===== src/rtl/lc3_pkg.sv =====
// Shared LC3 types: memory-arbiter FSM states and the data-access opcode
// classes used by the pipeline controller.
package lc3_pkg;

  typedef enum logic [2:0] {
    IDLE    = 3'd0,
    INSTR   = 3'd1,
    DATA    = 3'd2,
    IND_PTR = 3'd3,
    IND_ACC = 3'd4
  } arb_state_t;

  // Encoded as {ind, we} so a data request decodes directly into the opcode.
  typedef enum logic [1:0] {
    OP_LD  = 2'b00,
    OP_ST  = 2'b01,
    OP_LDI = 2'b10,
    OP_STI = 2'b11
  } op_t;

endpackage


===== src/rtl/lc3_mem_arbiter.sv =====
// Shares the single-ported LC3 memory between instruction fetch and data
// accesses, including the pointer-then-access sequence for LDI/STI.
module lc3_mem_arbiter
  import lc3_pkg::*;
#(
  parameter int unsigned ADDR_W     = 16,
  parameter int unsigned DATA_W     = 16,
  parameter int unsigned STARVE_MAX = 4
) (
  input  logic              clk,
  input  logic              rst,
  input  logic              instr_req,
  input  logic [ADDR_W-1:0] instr_addr,
  output logic [DATA_W-1:0] instr_rdata,
  output logic              complete_instr,
  input  logic              data_req,
  input  logic              data_we,
  input  logic              data_ind,
  input  logic [ADDR_W-1:0] data_addr,
  input  logic [DATA_W-1:0] data_wdata,
  output logic [DATA_W-1:0] data_rdata,
  output logic              complete_data,
  output logic              mem_req,
  output logic              mem_we,
  output logic [ADDR_W-1:0] mem_addr,
  output logic [DATA_W-1:0] mem_wdata,
  input  logic [DATA_W-1:0] mem_rdata,
  input  logic              mem_ack,
  output logic [2:0]        arb_state
);

  localparam logic [3:0] STARVE_LIM = 4'(STARVE_MAX);

  arb_state_t        state, state_d;
  logic              mem_req_d, mem_we_d;
  logic [ADDR_W-1:0] mem_addr_d;
  logic [DATA_W-1:0] mem_wdata_d, instr_rdata_d, data_rdata_d;
  logic              complete_instr_d, complete_data_d;
  logic [3:0]        starve_cnt, starve_cnt_d;
  logic              lat_we, lat_we_d;
  logic [DATA_W-1:0] lat_wdata, lat_wdata_d;

  logic instr_ok, data_ok, grant_instr, grant_data, ack;

  // A requester whose completion is pulsing this cycle is still holding its
  // old request; ignoring it avoids re-running the same transaction.
  assign instr_ok    = instr_req && !complete_instr;
  assign data_ok     = data_req && !complete_data;
  assign grant_instr = instr_ok && (!data_ok || starve_cnt == STARVE_LIM);
  assign grant_data  = data_ok && !grant_instr;
  assign ack         = mem_req && mem_ack;

  // NOTE: every signal assigned here gets a default first, so no path through
  // the case statement can leave one unassigned and infer a latch.
  always_comb begin
    state_d          = state;
    mem_req_d        = mem_req;
    mem_we_d         = mem_we;
    mem_addr_d       = mem_addr;
    mem_wdata_d      = mem_wdata;
    instr_rdata_d    = instr_rdata;
    data_rdata_d     = data_rdata;
    complete_instr_d = 1'b0;
    complete_data_d  = 1'b0;
    starve_cnt_d     = starve_cnt;
    lat_we_d         = lat_we;
    lat_wdata_d      = lat_wdata;

    unique case (state)
      IDLE: begin
        if (grant_instr) begin
          state_d      = INSTR;
          mem_req_d    = 1'b1;
          mem_we_d     = 1'b0;
          mem_addr_d   = instr_addr;
          starve_cnt_d = '0;
        end else if (grant_data) begin
          state_d     = data_ind ? IND_PTR : DATA;
          mem_req_d   = 1'b1;
          mem_we_d    = data_ind ? 1'b0 : data_we;
          mem_addr_d  = data_addr;
          mem_wdata_d = data_wdata;
          lat_we_d    = data_we;
          lat_wdata_d = data_wdata;
          if (instr_req && starve_cnt != STARVE_LIM) starve_cnt_d = starve_cnt + 4'd1;
        end
      end
      INSTR: begin
        if (ack) begin
          state_d          = IDLE;
          mem_req_d        = 1'b0;
          instr_rdata_d    = mem_rdata;
          complete_instr_d = 1'b1;
        end
      end
      IND_PTR: begin
        // The pointer parks in mem_addr during the one idle cycle.
        if (ack) begin
          state_d    = IND_ACC;
          mem_req_d  = 1'b0;
          mem_addr_d = mem_rdata;
        end
      end
      DATA, IND_ACC: begin
        if (!mem_req) begin
          mem_req_d   = 1'b1;
          mem_we_d    = lat_we;
          mem_wdata_d = lat_wdata;
        end else if (mem_ack) begin
          state_d         = IDLE;
          mem_req_d       = 1'b0;
          mem_we_d        = 1'b0;
          complete_data_d = 1'b1;
          if (!mem_we) data_rdata_d = mem_rdata;
        end
      end
      default: begin
        state_d   = IDLE;
        mem_req_d = 1'b0;
        mem_we_d  = 1'b0;
      end
    endcase
  end

  // NOTE: state uses non-blocking assignments so every register samples the
  // pre-edge values computed above, independent of statement order.
  always_ff @(posedge clk or posedge rst) begin
    if (rst) begin
      state          <= IDLE;
      mem_req        <= 1'b0;
      mem_we         <= 1'b0;
      mem_addr       <= '0;
      mem_wdata      <= '0;
      instr_rdata    <= '0;
      data_rdata     <= '0;
      complete_instr <= 1'b0;
      complete_data  <= 1'b0;
      starve_cnt     <= '0;
      lat_we         <= 1'b0;
      lat_wdata      <= '0;
    end else begin
      state          <= state_d;
      mem_req        <= mem_req_d;
      mem_we         <= mem_we_d;
      mem_addr       <= mem_addr_d;
      mem_wdata      <= mem_wdata_d;
      instr_rdata    <= instr_rdata_d;
      data_rdata     <= data_rdata_d;
      complete_instr <= complete_instr_d;
      complete_data  <= complete_data_d;
      starve_cnt     <= starve_cnt_d;
      lat_we         <= lat_we_d;
      lat_wdata      <= lat_wdata_d;
    end
  end

  assign arb_state = state;

endmodule


===== config.mk =====
export PLATFORM = sky130hd
export DESIGN_NAME = lc3_mem_arbiter
export DESIGN_NICKNAME = d
export VERILOG_FILES = /design/src/rtl/lc3_pkg.sv /design/src/rtl/lc3_mem_arbiter.sv
export SDC_FILE = /design/constraint.sdc
export NUM_CORES = 1
export LEC_CHECK = 0
export BUFFER_PORTS_ARGS = -buffer_cell sky130_fd_sc_hd__buf_2
export CORE_MARGIN = 5
export CORE_UTILIZATION = 50
export DETAILED_ROUTE_END_ITERATION = 16
export PLACE_DENSITY = 0.79
export SYNTH_ARGS = -nofsm -noshare
export SYNTH_HDL_FRONTEND = slang
export SYNTH_SLANG_ARGS = --single-unit
export TNS_END_PERCENT = 1

===== constraint.sdc =====
create_clock -name clk -period 3.7 [get_ports clk]
set_clock_uncertainty 0.05 [all_clocks]
set_input_delay 0.74 -clock clk [delete_from_list [all_inputs] [get_ports clk]]
set_output_delay 0.74 -clock clk [all_outputs]
set_load 0.1 [all_outputs]

Yosys cells after proc, flatten, opt, wreduce, memory -nomap -nowiden
Cells that the tools add are included.
{ "word_totals": {"reg_bits": 92, "output_inout_bits": 71} }
{ "classes": {"n_addsub": 1, "n_eq_ne": 16, "muxes": 36, "bitwise_logic": 3, "reduce_logical": 27} }
{ "op_table": {"columns": ["op", "n"], "rows": [
  ["$mux W16", 6],
  ["$pmux W16 S2", 2],
  ["$mux W3", 6],
  ["$mux W1", 16],
  ["$ne A2 B2 Y1 const B", 7],
  ["$mux W4", 3],
  ["$pmux W3 S4", 1],
  ["$reduce_and A3 Y1", 4],
  ["$reduce_and A4 Y1", 2],
  ["$reduce_bool A2 Y1", 4],
  ["$eq A3 B2 Y1 const B", 2],
  ["$logic_and A1 B1 Y1", 6],
  ["$ne A3 B3 Y1 const B", 2],
  ["$pmux W1 S3", 2],
  ["$reduce_and A5 Y1", 1],
  ["$add A4 B1 Y4 const B", 1],
  ["$eq A4 B3 Y1 const B", 1],
  ["$logic_not A1 Y1", 4],
  ["$ne A4 B3 Y1 const B", 1],
  ["$reduce_and A2 Y1", 2],
  ["$reduce_or A2 Y1", 2],
  ["$eq A3 B1 Y1 const B", 1],
  ["$eq A3 B3 Y1 const B", 1],
  ["$logic_not A3 Y1", 1],
  ["3 further kinds", 5]
]} }

Depth between registers and ports, before layout
Gate-level depths: netlist of the first run.
{ "logic_depth": {"word_depth": 10, "ltp_mapped": 8, "depth_no_buf": 6} }

Worst setup path before layout of the first run
OpenSTA, ideal clock, no wires.
{ "synth_path": {"path_kind": "reg2reg", "startpoint": "reg mem_req", "endpoint": "reg instr_rdata[0]", "setup_time_ns": 0.128, "t_arrival_ns": 2.370, "t_required_ns": 3.522, "slack_ns": 1.152, "stages_incl_launch_ff": 5, "n_path_buf": 1, "period_less_slack_ns": 2.548, "cell_sequence": "dfrtp_1 -> nand2_1 -> nor3_2 -> buf_4 -> mux2_1"} }
{ "synth_via": {"elab_chain_len": 2} }
{ "synth_lines": {"columns": ["element", "line", "source"], "rows": [
  ["from (decl)", "lc3_mem_arbiter.sv:23", "output logic mem_req,"],
  ["from (signal assigned)", "lc3_mem_arbiter.sv:143", "mem_req <= mem_req_d;"],
  ["$logic_and A1 B1 Y1", "lc3_mem_arbiter.sv:51", "assign ack = mem_req && mem_ack;"],
  ["$reduce_and A2 Y1 (no source line)", null, null],
  ["to (signal assigned)", "lc3_mem_arbiter.sv:147", "instr_rdata <= instr_rdata_d;"],
  ["to (decl)", "lc3_mem_arbiter.sv:14", "output logic [DATA_W-1:0] instr_rdata,"]
]} }
Every way passes these cells.
A chain may end at the register's enable or synchronous reset.

Worst setup path after layout of the first run
{ "layout_path": {"startpoint": "reg state[2], in the netlist arb_state[2]", "endpoint": "reg mem_wdata[6]"} }
{ "layout_via": {"elab_chain_len": 4} }
{ "layout_lines": {"columns": ["element", "line", "source"], "rows": [
  ["from (decl)", "lc3_mem_arbiter.sv:34", "arb_state_t state, state_d;"],
  ["from (signal assigned)", "lc3_mem_arbiter.sv:142", "state <= state_d;"],
  ["$eq A3 B2 Y1 or $eq A3 B3 Y1 (tied branches)", "lc3_mem_arbiter.sv:69", "unique case (state)"],
  ["$reduce_or A2 Y1", "lc3_mem_arbiter.sv:69", null],
  ["$ne A2 B2 Y1 (no source line) or $reduce_bool A2 Y1 (tied branches)", null, null],
  ["$reduce_and A4 Y1 (no source line)", null, null],
  ["to (signal assigned)", "lc3_mem_arbiter.sv:146", "mem_wdata <= mem_wdata_d;"],
  ["to (decl)", "lc3_mem_arbiter.sv:26", "output logic [DATA_W-1:0] mem_wdata,"]
]} }
Parallel ways exist; a longest one is shown, timed or not.

==> out/results.tsv, run 1 <==
metric	value	unit
CTS max path bufs	2	
Slew Viols, Final	0	
Gate Count Post-Synth	360	
CTS root buf	clkbuf_8	
CP required	3.84	ns
htree depth	3	
initial core utilization	51.3	%
wire length of the first global-routing pass	17.6	mm
setup repair bufs after CTS	0	
Final Hold Fails	0	
clk slew on worst S/H paths	0.09	ns
drt pass-1 iters	4	
Syn-to-layout area delta	23.5	%
Synth Area in Compound Gates	14.8	%
GPL Wtd Cong	0.859	
largest family of logic cells by synthesized area	compound AO/OA/AOI/OAI gates	
Yosys cell types	43	
most frequent cells in the layout	141 x buf_2, 92 x dfrtp_1, 27 x mux2_2	
setup TNS	0	ns
CP Data Arrival Time	2.79	ns
FF-to-FF End	mem_wdata[6]	
grt ovf	0	
Tcrit/Tclk final	71.8	%
wire per inst	17.8	um
RR Startpoint	arb_state[2]	
Nets	566	
R2R setup slack	1.04	ns
# DRC	0	
YS warnings	0	
Mean Syn Cell Area	11.7	um2
ratio of cells with drive above 1 in the final layout	41.0	%
die area	10400	um2
Rows	33	
vias in the first global route	3616	
die width	102	um
Hold WC Path Type	input port to async pin	
DRT Wirelength	10.7	mm
min Tclk post-route	2.66	ns
crit path capture type	register	
initial antenna violation count	0	
Global Route Usage Sum	21.4	%
Ant. Diodes	0	
Slew HR	44.8	%
hold buffers post-CTS	0	
CP Max Fanout	18	
1st-iter DRT viols	148	
Resize count post-CTS	0	
status	complete, no violations	
xor/xnor share of the synthesized area	0.208	%
CP Launch Type	register	
post-synthesis cell area	4220	um2
Max-Cap Viols	0	
# setup viols final	0	
remaining antenna violation count	0	
clock sinks	92	
CTS tree	done	
most common cell after layout, fill and taps aside	buf_2	
Post-Synth Simple-Gate Area	11.2	%
hpwl dp	7.73	mm
core area	8220	um2
PortBufs	141	
I/O Pins	142	
Yosys reg bits	92	
post-synthesis adder-cell area fraction	0.593	%
Crit Path Class	register to register	
RSZ-0062 raised after global routing	no	
R2R cell count	4	
Least-Margin Pin Slew	0.828	ns
DIE HEIGHT	102	um
Skew-Pair Late Insertion Delay	0.34	ns
syn_nets	433	
TritonCTS Buffers	9	
largest net degree at the start of global routing	54	
post-synthesis sequential area ratio	54.6	%
mux share of post-synthesis cell area	13.9	%
via count	3388	
maximum clock rate	377	MHz
Vias per Instance	5.62	
-- cell usage after synthesis (all sizes together) --
master | n | area (um2)
o22ai | 18 | 113
nand3 | 19 | 95.1
xnor2 | 1 | 8.76
and2 | 18 | 113
o21ai | 5 | 25.0
o41ai | 1 | 8.76
a221o | 1 | 10.0
a221oi | 15 | 131
nand3b | 2 | 15.0
and3b | 2 | 17.5
or4b | 1 | 10.0
dfrtp | 92 | 2300
and4b | 1 | 10.0
nand2b | 5 | 31.3
nor2 | 18 | 67.6
nor4 | 1 | 21.3
o2bb2ai | 2 | 17.5
nor3 | 4 | 25.0
buf | 11 | 70.1
clkbuf | 14 | 52.6
a22o | 1 | 8.76
o211ai | 1 | 12.5
a211o | 1 | 8.76
a21o | 2 | 15.0
o311ai | 1 | 8.76
or3 | 1 | 6.26
nor2b | 5 | 31.3
o221a | 1 | 11.3
o31ai | 15 | 113
o22a | 1 | 8.76
a21oi | 19 | 133
ha | 2 | 25.0
nand4 | 1 | 6.26
nand2 | 6 | 25.0
inv | 20 | 75.1
mux2 | 52 | 586
-- critical path, stage by stage (launching register included) --
cell,delay [ns]
dfrtp_1,0.54
xnor2_1,0.40
or3_1,0.58
and2_1,0.77
a21oi_1,0.16
-- registers in the layout (all words and copies together), names as in the netlist --
register and flops:
arb_state 3, complete_data 1, complete_instr 1, data_rdata 16, instr_rdata 16, lat_wdata 16
lat_we 1, mem_addr 16, mem_req 1, mem_wdata 16, mem_we 1, starve_cnt 4
-- area by class of cell --
class / count / area, um2
clock buffers: 11 / 141
flip-flops and latches: 92 / 2300
clock inverters: 5 / 75.1
fillers: 675 / 3010
well taps: 105 / 131
multi-input cells: 223 / 1720
inverters: 20 / 76.3
repair buffers: 147 / 763
-- stage by stage --
stage	area, um2	utilization (%)	hold slack (ns)	cells	setup slack, ns
floorplan	4220	-	0.415	360	0.518
global placement	4990	60.7	0.414	587	1.13
detailed placement	4990	60.7	0.419	587	1.03
CTS	5210	63.4	0.437	603	1.00
global route	5210	63.4	0.467	603	0.794
finish	5210	63.4	0.421	603	1.04
-- how the worst max path moves through the flow --
stage,startpoint,endpoint,slack [ns],cells past startpoint
after floorplan,rst,arb_state[0],0.52,1
final,arb_state[2],mem_wdata[6],1.04,4
after CTS,arb_state[2],mem_wdata[7],1.00,4
after detailed placement,arb_state[2],mem_wdata[7],1.03,4
after global placement,mem_ack,instr_rdata[12],1.13,5
after global routing,arb_state[2],mem_wdata[11],0.79,4
-- layer usage --
layer / vias up / track usage [%] / part of all wire (%)
met5: - / 0 / 0
li1: 1571 / - / -
met4: 0 / 7.16 / 1.6
met1: 1661 / 29.1 / 42
met2: 139 / 34.6 / 48
met3: 17 / 4.37 / 8.0
-- cell families (layout without fill, tap and decap cells) --
family,after synthesis,after routing
and+or+nand+nor,84,84
buffers and inverters,45,183
muxes,52,52
AOI/OAI and AO/OA,84,84
DFF,92,92
xor gates and xnor gates,1,1
adders and majority gates,2,2
Power of run 1 is not shown: default switching activity piles up to over one toggle a cycle in this logic, so the estimate is an artifact.
==> run 2, diff against run 1 <==
--- a/config.mk
+++ b/config.mk
@@ -5,11 +5,12 @@
 export SDC_FILE = /design/constraint.sdc
 export NUM_CORES = 1
 export LEC_CHECK = 0
+export ABC_AREA = 1
 export BUFFER_PORTS_ARGS = -buffer_cell sky130_fd_sc_hd__buf_2
 export CORE_MARGIN = 5
-export CORE_UTILIZATION = 50
+export CORE_UTILIZATION = 51
 export DETAILED_ROUTE_END_ITERATION = 16
-export PLACE_DENSITY = 0.79
+export PLACE_DENSITY = 0.81
 export SYNTH_ARGS = -nofsm -noshare
 export SYNTH_HDL_FRONTEND = slang
 export SYNTH_SLANG_ARGS = --single-unit
==> constraint.sdc (replaced) <==
create_clock -name clk -period 2.5 [get_ports clk]
set_clock_uncertainty 0.05 [all_clocks]
set_input_delay 0.5 -clock clk [delete_from_list [all_inputs] [get_ports clk]]
set_output_delay 0.5 -clock clk [all_outputs]
set_load 0.1 [all_outputs]
==> out/results.tsv, run 2 <==
metric	value	unit	change
status	complete, no violations		
die width	102	um	about the same
htree depth	3		unchanged
min Tclk post-route	2.08	ns	-0.574 ns
Placed Cells	757		+29%
CTS root buf	clkbuf_8		
Syn-to-layout area delta	22.8	%	
CTS max path bufs	2		unchanged
initial antenna violation count	0		unchanged
Gate Count Post-Synth	528		+47%
I/O Pins	142		unchanged
setup repair bufs after CTS	0		unchanged
Yosys top cell area share	53.6	%	-0.95 points
Yosys cell types	27		-37%
Fillers	745		+10%
# DRC	0		unchanged
TritonCTS Buffers	9		unchanged
Skew-Pair Late Insertion Delay	0.35	ns	about the same
Slew HR	45.4	%	+0.61 points
hpwl dp	8.64	mm	+12%
Hold WC Path Type	input port to async pin		
Vias per Instance	5.02		-11%
Tcrit/Tclk final	83.2	%	+11 points
1st-iter DRT viols	232		+57%
DRT Wirelength	11.0	mm	+2.4%
Least-Margin Pin Slew	0.818	ns	-0.0101 ns
Global Route Usage Sum	22.0	%	+0.65 points
grt ovf	0		unchanged
CTS tree	done		
clock sinks	92		unchanged
Synth top cells by count	178 x nand2_1, 92 x dfrtp_1, 68 x nand3_1		
Max-Cap Viols	0		unchanged
most common cell after layout, fill and taps aside	nand2_1		
final worst slack	0.419	ns	-0.626 ns
ys async rst share	100	%	unchanged
post-synthesis cell area	4290	um2	+1.8%
critical path depth	8		+4
most frequent cells in the layout	178 x nand2_1, 141 x buf_2, 92 x dfrtp_1		
GPL Wtd Cong	0.883		+2.8%
Crit Path Class	register to register		
RSZ-0062 raised after global routing	no		
R2R cell count	8		+4
vias in the first global route	3728		+3.1%
ratio of cells with drive above 1 in the final layout	27.8	%	-13 points
CP Max Fanout	18		unchanged
Yosys reg bits	92		unchanged
PortBufs	141		unchanged
Final Hold Fails	0		unchanged
CP delay by family, top	simple AND/OR/NAND/NOR gates		
Main synth FF type	dfrtp_1		
CP Launch Type	register		
largest net degree at the start of global routing	38		-30%
crit path capture type	register		
worst slack at placement	0.489	ns	-0.541 ns
via count	3880		+15%
core area	8220	um2	unchanged
Slew Viols, Final	0		unchanged
wire per inst	14.2	um	-20%
drt pass-1 iters	4		unchanged
# setup viols final	0		unchanged
hold buffers post-CTS	0		unchanged
Rows	33		unchanged
Ant. Diodes	0		unchanged
cell with the most instances after synthesis	nand2_1		
maximum clock rate	480	MHz	+28%
post-synth top area cell	dfrtp_1		
slowest cell on the critical path	dfrtp_1		
CP startpoint	arb_state[2]		
wire length of the first global-routing pass	17.9	mm	+1.9%
CP required	2.68	ns	-1.16 ns
Mean Syn Cell Area	8.13	um2	-31%
syn_nets	601		+39%
post-synthesis sequential area ratio	53.6	%	-0.95 points
EDFF count, synth	0		unchanged
clk slew on worst S/H paths	0.10	ns	about the same
largest cells by area after synthesis	dfrtp_1 54%, nand2_1 16%, nand3_1 7.9%		
initial core utilization	52.2	%	+0.91 points
Nets	736		+30%
setup TNS	0	ns	unchanged
remaining antenna violation count	0		unchanged
CP Data Arrival Time	2.26	ns	-0.53 ns
YS warnings	0		unchanged
die area	10400	um2	-0.20%
CP peak stage delay	0.43	ns	-0.34 ns
WP buf/inv	2		+2
Critical Path, Cell by Cell	inv_2, nand2_2, nor2_4, nand3_2, a21oi_4, inv_2, nand2_1, nand2_1		
Resize count post-CTS	0		unchanged
RR Startpoint	arb_state[2]		
Non-Filler Instances	773		+28%
DIE HEIGHT	102	um	about the same
==> run 2: cell types whose count changed after synthesis, sizes merged, moves of 5 or more <==
cell	before	now
o31ai	15	0
inv	20	54
nand2	6	182
buf	11	16
clkbuf	14	8
o22ai	18	0
mux2	52	0
and2	18	0
nor2b	5	0
a221oi	15	0
nand2b	5	0
nand3	19	70
o21ai	5	59
==> run 2: path summary, 6_finish.rpt <==
path,to,slack (ns)
setup / recovery,mem_addr[15],0.42
min in group clk,lat_we,0.36
max in group asynchronous,instr_rdata[2],1.66
hold / removal,lat_wdata[10],0.16
setup reg to reg,mem_addr[15],0.42
hold reg to reg,mem_wdata[1],0.42
==> run 2: metrics by stage <==
| stage | util [%] | instance area, um2 | hold slack (ns) |
|---|---|---|---|
| global route | 64.2 | 5270 | 0.200 |
| floorplan | - | 4300 | 0.403 |
| finish | 64.2 | 5270 | 0.162 |
| global placement | 61.8 | 5070 | 0.398 |
| detailed placement | 61.8 | 5070 | 0.404 |
| CTS | 64.2 | 5270 | 0.158 |
==> run 2: logic make-up (layout without fill, tap and decap cells) <==
family	after synthesis	after routing	synth area share [%]
AOI/OAI and AO/OA	77	77	9.24
xor gates and xnor gates	2	2	0.408
adders and majority gates	2	2	0.583
buffers and inverters	79	219	8.07
DFF	92	92	53.6
and+or+nand+nor	276	276	28.1
==> run 2: metal layers <==
metal	vias up	track usage, %	routed length (um)
li1	1944	-	-
met1	1790	28.9	4680
met2	134	36.8	5350
met3	12	4.68	830
met4	0	6.75	127
met5	-	0	0
==> run 2: area by class of cell <==
| cell class | count | area, um2 | area share, % |
|---|---|---|---|
| flip-flops and latches | 92 | 2300 | 43.7 |
| multi-input cells | 357 | 1640 | 31.2 |
| repair buffers | 148 | 783 | 14.9 |
| inverters | 55 | 214 | 4.06 |
| well taps | 105 | 131 | 2.49 |
| clock buffers | 10 | 128 | 2.42 |
| clock inverters | 6 | 70.1 | 1.33 |
Power of run 2 is left out for the same reason.
==> run 3, diff against run 2 <==
--- a/config.mk
+++ b/config.mk
@@ -5,12 +5,12 @@
 export SDC_FILE = /design/constraint.sdc
 export NUM_CORES = 1
 export LEC_CHECK = 0
-export ABC_AREA = 1
+export ABC_AREA = 0
 export BUFFER_PORTS_ARGS = -buffer_cell sky130_fd_sc_hd__buf_2
 export CORE_MARGIN = 5
-export CORE_UTILIZATION = 51
+export CORE_UTILIZATION = 45
 export DETAILED_ROUTE_END_ITERATION = 16
-export PLACE_DENSITY = 0.81
+export PLACE_DENSITY = 0.75
 export SYNTH_ARGS = -nofsm -noshare
 export SYNTH_HDL_FRONTEND = slang
 export SYNTH_SLANG_ARGS = --single-unit
==> constraint.sdc (replaced) <==
create_clock -name clk -period 1.71 [get_ports clk]
set_clock_uncertainty 0.05 [all_clocks]
set_input_delay 0.342 -clock clk [delete_from_list [all_inputs] [get_ports clk]]
set_output_delay 0.342 -clock clk [all_outputs]
set_load 0.1 [all_outputs]
==> out/results.tsv, run 3 (synthesized netlist as in run 1, its figures left out) <==
metric	value	unit	change
clk slew on worst S/H paths	0.09	ns	about the same
most frequent cells in the layout	136 x buf_2, 91 x dfrtp_1, 32 x buf_4		
WP buf/inv	2		unchanged
Max-Cap Viols	0		unchanged
Ant. Diodes	0		unchanged
via count	3601		-7.2%
Crit Path Class	register to register		
ratio of cells with drive above 1 in the final layout	52.1	%	+24 points
sequential cell area	2300	um2	about the same
CP required	1.89	ns	-0.79 ns
PortBufs	141		unchanged
maximum clock rate	549	MHz	+14%
clock sinks	92		unchanged
wire length of the first global-routing pass	18.3	mm	+2.5%
# setup viols final	57		+57
GPL Wtd Cong	0.887		+0.45%
Final Hold Fails	0		unchanged
Vias per Instance	5.54		+10%
Hold WC Path Type	input port to async pin		
CTS root buf	clkbuf_8		
crit path capture type	register		
CTS tree	done		
die width	107	um	+5.0%
wire per inst	19.0	um	+33%
CP delay by family, top	compound AO/OA/AOI/OAI gates		
Slew HR	66.2	%	+21 points
initial core utilization	45.9	%	-6.4 points
RSZ-0062 raised after global routing	yes		
I/O Pins	142		unchanged
Rows	35		+6.1%
core area	9200	um2	+12%
CP Max Fanout	6		-12
DRT Wirelength	12.3	mm	+12%
R2R setup slack	-0.11	ns	-0.53 ns
htree depth	3		unchanged
final hold slack	0.0658	ns	-0.0962 ns
die area	11400	um2	+10%
slowest cell on the critical path	dfrtp_1		
FF-to-FF End	mem_addr[2]		
min Tclk post-route	1.82	ns	-0.261 ns
TritonCTS Buffers	9		unchanged
1st-iter DRT viols	175		-25%
hold buffers post-CTS	0		unchanged
most common cell after layout, fill and taps aside	buf_2		
# DRC	0		unchanged
area of the multi-input gates	2000	um2	+22%
Least-Margin Pin Slew	0.510	ns	-0.307 ns
Nets	607		-18%
Global Route Usage Sum	20.3	%	-1.7 points
CP Data Arrival Time	2.00	ns	-0.26 ns
Syn-to-layout area delta	44.0	%	
Tcrit/Tclk final	106	%	+23 points
status	complete, but fails checks		
CTS max path bufs	2		unchanged
initial antenna violation count	0		unchanged
R2R cell count	7		-1
drt pass-1 iters	4		unchanged
final worst slack	-0.110	ns	-0.529 ns
hpwl dp	8.38	mm	-3.0%
Fillers	726		-2.6%
RR Startpoint	starve_cnt[1]		
CP peak stage delay	0.40	ns	-0.03 ns
Slew Viols, Final	0		unchanged
largest net degree at the start of global routing	93		+140%
grt ovf	0		unchanged
Critical Path, Cell by Cell	inv_1, ha_1, nand3b_1, a21o_4, buf_12, a221oi_2, o31ai_1		
violated checks	setup timing		
DIE HEIGHT	107	um	+5.0%
Skew-Pair Late Insertion Delay	0.36	ns	about the same
CP Launch Type	register		
vias in the first global route	3730		+0.054%
remaining antenna violation count	0		unchanged
[run 3: cell count changes in the layout (fill, tap and decap cells not counted), moves of 22 or more]
cell     previous run  this run
buf_4               5        32
mux2_4              0        26
nand3_1            68        19
inv_1              46        18
o21ai_0            36         4
o21ai_1            23         1
nand2_1           178         5
[run 3: metrics by stage]
stage,cells,setup TNS [ns],worst slack (ns),area [um2],util (%)
6_report,650,-3.86,-0.110,6070,66.0
5_1_grt,650,-8.47,-0.202,6070,66.0
3_5_place_dp,626,-3.93,-0.170,5350,58.2
2_1_floorplan,360,-53.01,-0.838,4220,-
4_1_cts,642,-1.85,-0.0794,5680,61.8
3_3_place_gp,626,-1.56,-0.0844,5350,58.2
[run 3: worst max-delay path by stage]
stage                     end  slack [ns]           from  cells after the start
6_report          mem_addr[2]       -0.11  starve_cnt[1]                      7
5_1_grt           mem_addr[8]       -0.20   arb_state[1]                      6
3_5_place_dp     mem_addr[10]       -0.17       data_req                      6
2_1_floorplan  instr_rdata[0]       -0.84        mem_req                      4
4_1_cts          mem_addr[15]       -0.08  starve_cnt[0]                      7
3_3_place_gp      mem_addr[0]       -0.08       data_req                      5
[run 3: routing by layer]
| metal | up-vias | GRT usage, % | wire, um |
|---|---|---|---|
| met5 | - | 0 | 0 |
| met4 | 0 | 8.49 | 264 |
| met3 | 20 | 6.74 | 1140 |
| met2 | 161 | 33.5 | 6130 |
| met1 | 1762 | 24.5 | 4800 |
| li1 | 1658 | - | - |
[run 3: timing repair]
item | 4_1_cts | 5_1_grt
setup endpoints to repair | 71 | 71
gates resized for setup | 27 | 42
buffers inserted | 0 | 3
pin swaps | 1 | 33
cloned | 0 | 5
[run 3: worst min-delay path, cell delays in order]
cell        delay [ns]
buf_2             0.11
clkinvlp_4        0.07
buf_12            0.38
[run 3: final cells by class]
class / instances / share of cell area (%)
clock buffers: 11 / 2.33
well taps: 111 / 2.29
clock inverters: 5 / 1.40
multi-input cells: 223 / 33.0
flip-flops and latches: 92 / 37.9
inverters: 20 / 1.30
repair buffers: 188 / 21.7
Power of run 3 is left out for the same reason.
